`src/rtl/mux21_arbiter.sv`:
```
// Two-requester round-robin arbiter sharing one 2:1 mux output path.
// Grant and mux select are registered; out_data, out_valid and ack are
// combinational from the registered grant and the live request/ready inputs.
// A requester keeps the grant for at most MAX_HOLD accepted beats while the
// other requester waits. With no competitor it keeps the grant indefinitely.
module mux21_arbiter #(
    parameter int DATA_WIDTH = 8,
    parameter int MAX_HOLD   = 4
) (
    input  logic                  CLK,
    input  logic                  Reset,
    input  logic [1:0]            req,
    input  logic [DATA_WIDTH-1:0] in0,
    input  logic [DATA_WIDTH-1:0] in1,
    input  logic                  out_ready,
    output logic                  out_valid,
    output logic [DATA_WIDTH-1:0] out_data,
    output logic                  sel,
    output logic [1:0]            grant,
    output logic [1:0]            ack
);

    // Beat counter is at least one bit wide so MAX_HOLD=1 still elaborates.
    localparam int CNT_W = (MAX_HOLD > 1) ? $clog2(MAX_HOLD) : 1;
    localparam logic [CNT_W-1:0] HOLD_LAST = CNT_W'(MAX_HOLD - 1);

    typedef enum logic [1:0] {
        IDLE = 2'd0,
        G0   = 2'd1,
        G1   = 2'd2
    } arbStateT;

    arbStateT         state;
    arbStateT         nextState;
    arbStateT         otherState;
    logic [CNT_W-1:0] beatCnt;
    logic [CNT_W-1:0] nextBeatCnt;
    logic             last;       // index of the requester that held the grant most recently
    logic             nextLast;
    logic             servedIdx;  // requester index owning the grant (meaningful in G0/G1)
    logic             ownReq;     // granted requester is still requesting
    logic             otherReq;   // the non-granted requester is waiting
    logic             xfer;

    // Decode which requester the current state serves and what the other one wants.
    always_comb begin
        servedIdx  = (state == G1);
        ownReq     = 1'b0;
        otherReq   = 1'b0;
        otherState = IDLE;
        case (state)
            G0: begin
                ownReq     = req[0];
                otherReq   = req[1];
                otherState = G1;
            end
            G1: begin
                ownReq     = req[1];
                otherReq   = req[0];
                otherState = G0;
            end
            default: begin
                ownReq     = 1'b0;
                otherReq   = 1'b0;
                otherState = IDLE;
            end
        endcase
    end

    // State register: FSM state, tenure counter, round-robin pointer, registered grant/select.
    always_ff @(posedge CLK) begin
        if (Reset) begin
            state   <= IDLE;
            beatCnt <= '0;
            last    <= 1'b1;
            grant   <= 2'b00;
            sel     <= 1'b0;
        end else begin
            state   <= nextState;
            beatCnt <= nextBeatCnt;
            last    <= nextLast;
            grant   <= {nextState == G1, nextState == G0};
            sel     <= (nextState == G1);
        end
    end

    // Next-state logic: round-robin tie break from IDLE, tenure limit and release in G0/G1.
    always_comb begin
        nextState   = state;
        nextBeatCnt = beatCnt;
        nextLast    = last;
        case (state)
            IDLE: begin
                nextBeatCnt = '0;
                case (req)
                    2'b01:   nextState = G0;
                    2'b10:   nextState = G1;
                    2'b11:   nextState = last ? G0 : G1;
                    default: nextState = IDLE;
                endcase
            end
            G0, G1: begin
                if (!ownReq) begin
                    // Granted requester went away: hand over directly or fall idle.
                    nextLast    = servedIdx;
                    nextBeatCnt = '0;
                    nextState   = otherReq ? otherState : IDLE;
                end else if (xfer) begin
                    if (beatCnt == HOLD_LAST) begin
                        // Tenure used up; only yield if someone is actually waiting.
                        nextBeatCnt = '0;
                        if (otherReq) begin
                            nextLast  = servedIdx;
                            nextState = otherState;
                        end
                    end else begin
                        nextBeatCnt = beatCnt + CNT_W'(1);
                    end
                end
                // Stalled beat (out_ready low): everything holds.
            end
            default: begin
                nextState   = IDLE;
                nextBeatCnt = '0;
            end
        endcase
    end

    // Output logic: valid follows the granted request; reset suppresses any in-flight beat.
    always_comb begin
        out_valid = ownReq & ~Reset;
        xfer      = out_valid & out_ready;
        ack       = 2'b00;
        if (xfer) begin
            ack[servedIdx] = 1'b1;
        end
    end

    // Shared mux path, zero latency from the data inputs.
    assign out_data = sel ? in1 : in0;

endmodule

```
`config.mk`:
```
export PLATFORM = sky130hd
export DESIGN_NAME = mux21_arbiter
export DESIGN_NICKNAME = d
export VERILOG_FILES = /design/src/rtl/mux21_arbiter.sv
export SDC_FILE = /design/constraint.sdc
export NUM_CORES = 1
export LEC_CHECK = 0
export BUFFER_PORTS_ARGS = -buffer_cell sky130_fd_sc_hd__buf_2
export CORE_UTILIZATION = 42
export DETAILED_ROUTE_END_ITERATION = 8
export PLACE_DENSITY = 0.82
export SETUP_SLACK_MARGIN = 0.1
export SYNTH_ARGS = -nofsm -noshare
export SYNTH_HDL_FRONTEND = slang
export SYNTH_SLANG_ARGS = --single-unit
```
`constraint.sdc`:
```
create_clock -name CLK -period 2.4 [get_ports CLK]
set_input_delay 0.24 -clock CLK [delete_from_list [all_inputs] [get_ports CLK]]
set_output_delay 0.24 -clock CLK [all_outputs]
set_load 0.1 [all_outputs]
```
==> qor.yml <==
status: "finished, final reports clean"
place_congestion: 0.767
rows: 13
overflow: 0
post_cts_buffers: 0
ant_nets: 0
critPathMaxStageDelay_ns: 0.42
coreArea_mm2: 0.00135
synth_compound_area_frac: 0.176
finalHoldViolCount: 0
p_sw_frac: 0.469
die_area_mm2: 0.00165
synthAdderAreaFrac: 0.100
finalNetCount: 130
worstHoldPathCells: 2
ctsHoldBuffers: 0
clock_tree.buffer_depth: 2
die_w_um: 40.6
synth_most_common_cell: "mux2_2"
slew_violations: 0
final_layout_size_suffix_gt1_frac: 0.592
cts_buffers: 3
timing.hold.ws_ns: 0.281
p_leak_nw: 0.430
io_pins: 35
wl_um: 1440
yosysTopAreaCell: "dfxtp_1"
finalCriticalPeriod_ns: 2.19
clk_latency_ns: 0.26
drc_errors: 0
syn2layout_area_growth_pct: 43.0
yosys.area_share.simple: 0.288
power_density_mw_per_mm2: 544
r2r_slack_ns: 0.56
grt_usage: 0.195
grt_pass1_wl_um: 2030
sequentialPowerShare: 0.281
num-fill-cells: 119
clk_pin_slew_worst_paths_ns: 0.06
finalSetupViolCount: 0
grt_pass1_vias: 500
maxCapViolCount: 0
dpl.hpwl_um: 1170
ctsHtreeMaxLevel: 1
slowest_stage: "buf_2"
pwr-share-comb: 0.492
path_max_fanout: 8
detail_route.first_pass.iterations: 2
die_height_um: 40.6
fin_tns_setup_ns: 0
netlist_instances: 67
wire_per_inst_um: 12.2
switching_power_mw: 0.228
yosys.area_share.xor_xnor: 0
n_antenna_cell: 0
ys_types: 32
synth_nets: 93
grt_max_degree: 11
initial_core_util: 0.463
yosysWarnings: 0
synth_top_family_by_area: "simple AND/OR/NAND/NOR gates"
ys_seq_area_frac: 0.224
synth_area_leaders: "dfxtp_1, mux2_2, ha_1, mux2i_1, nand3b_4"
yosys-top-cells-count: "mux2_2, dfxtp_1, ha_1"
critPathKind: "reg2out"
cts_root_buf: "clkbuf_4"
power.share.clock: 0.227
p_int_mw: 0.258
antenna_found_initial: 0
async_flop_share: 0
final.setup.worst_slack_ns: 0.213
synth_area_um2: 626
preCtsSetupSlack_ns: 0.481
synth_top_area_share: 0.224
path_delay_family: "buffers and inverters"
min_path_type: "in2reg"
cts_tree: "yes"
clock_sinks: 7
finish.utilization: 0.663
port_buffers: 34
max_freq_ghz: 0.457
cp.required_ns: 2.16
cp_cell_sequence: "inv_4 > ha_4 > a22oi_2 > nor3b_4 > nand2_1 > nor2_4 > buf_2"
syn_avg_cell_area_um2: 9.34
worstSetupStartpointType: "flop"
drtIter0Drc: 6
synth.mux.area_fraction: 0.176
synthFlopType: "dfxtp_1"
rsz0062_at_grt: "false"
finalCritPeriodShare: 0.911
fin_total_pwr_mw: 0.486
ir_drop_v: 0.000310
ctsResizeCount: 0
synth_seq_cells: 7
reg2reg_depth: 6
end_kind: "output pin"
slew-limit-headroom: 0.675
via_count: 636
finClkSkew_ns: 0.00305
via_per_inst: 5.39
worst_pin_slew_ns: 0.490
worst-path-buf-inv: 2
crit_arrival_ns: 1.95
crit_cells: 7
synth_edf_count: 0
==> worst paths after layout <==
check / startpoint / endpoint
setup / recovery: state[0]$_SDFF_PP0_ / ack[0]
hold / removal: Reset / sel$_SDFF_PP0_
setup reg to reg: state[1]$_SDFF_PP0_ / grant[0]$_SDFF_PP0_
hold reg to reg: beatCnt[1]$_SDFFE_PP0N_ / beatCnt[1]$_SDFFE_PP0N_
==> sequential cells by signal, summed over array words and instances (netlist names) <==
| register | cells |
|---|---|
| beatCnt | 2 |
| state | 2 |
| grant | 1 |
| last | 1 |
| sel | 1 |
==> cells in the final DEF (no fill, tap or decap), drive strengths merged, types with 3 or more instances in the layout <==
cell / n
buf: 34
mux2: 8
dfxtp: 7
ha: 5
o21ai: 4
nor3: 4
nor2: 4
nand2: 3
clkbuf: 3
inv: 3
==> cells by family after synthesis <==
group,after synthesis
AOI/OAI and AO/OA,14
DFF,7
buffers and inverters,5
and+or+nand+nor,26
adders and majority gates,5
muxes,10
==> stage by stage <==
stage / cells / instance area [um^2]
floorplan: 67 / 689
global placement: 114 / 867
detailed placement: 114 / 867
CTS: 118 / 895
global route: 118 / 895
finish: 118 / 895
==> metal layers <==
metal  routed length (um)  up-vias  track usage
li1                     -      331            -
met1                  637      287        0.201
met2                  720       16        0.345
met3                   79        2        0.100
met4                    6        0       0.0500
met5                    0        -            0
==> power by group through the flow <==
stage                     Combinational [mW]  Sequential (mW)  Clock, mW
final                                  0.240            0.137      0.110
after global routing                   0.254            0.138      0.125
after CTS                              0.240            0.137      0.115
after detailed placement               0.239            0.139          0
after global placement                 0.236            0.138          0
after floorplan                        0.179            0.154          0
==> final cells by class <==
cell class / instances / area [um^2] / share of cell area
timing repair buffer: 34 / 170 / 0.190
multi-input combinational: 55 / 519 / 0.580
inverter: 3 / 13.8 / 0.0154
clock buffer: 3 / 22.5 / 0.0252
tap: 15 / 18.8 / 0.0210
sequential: 7 / 145 / 0.162
clock inverter: 1 / 5.00 / 0.00559
No activity file was read; power rests on OpenSTA's default activity.
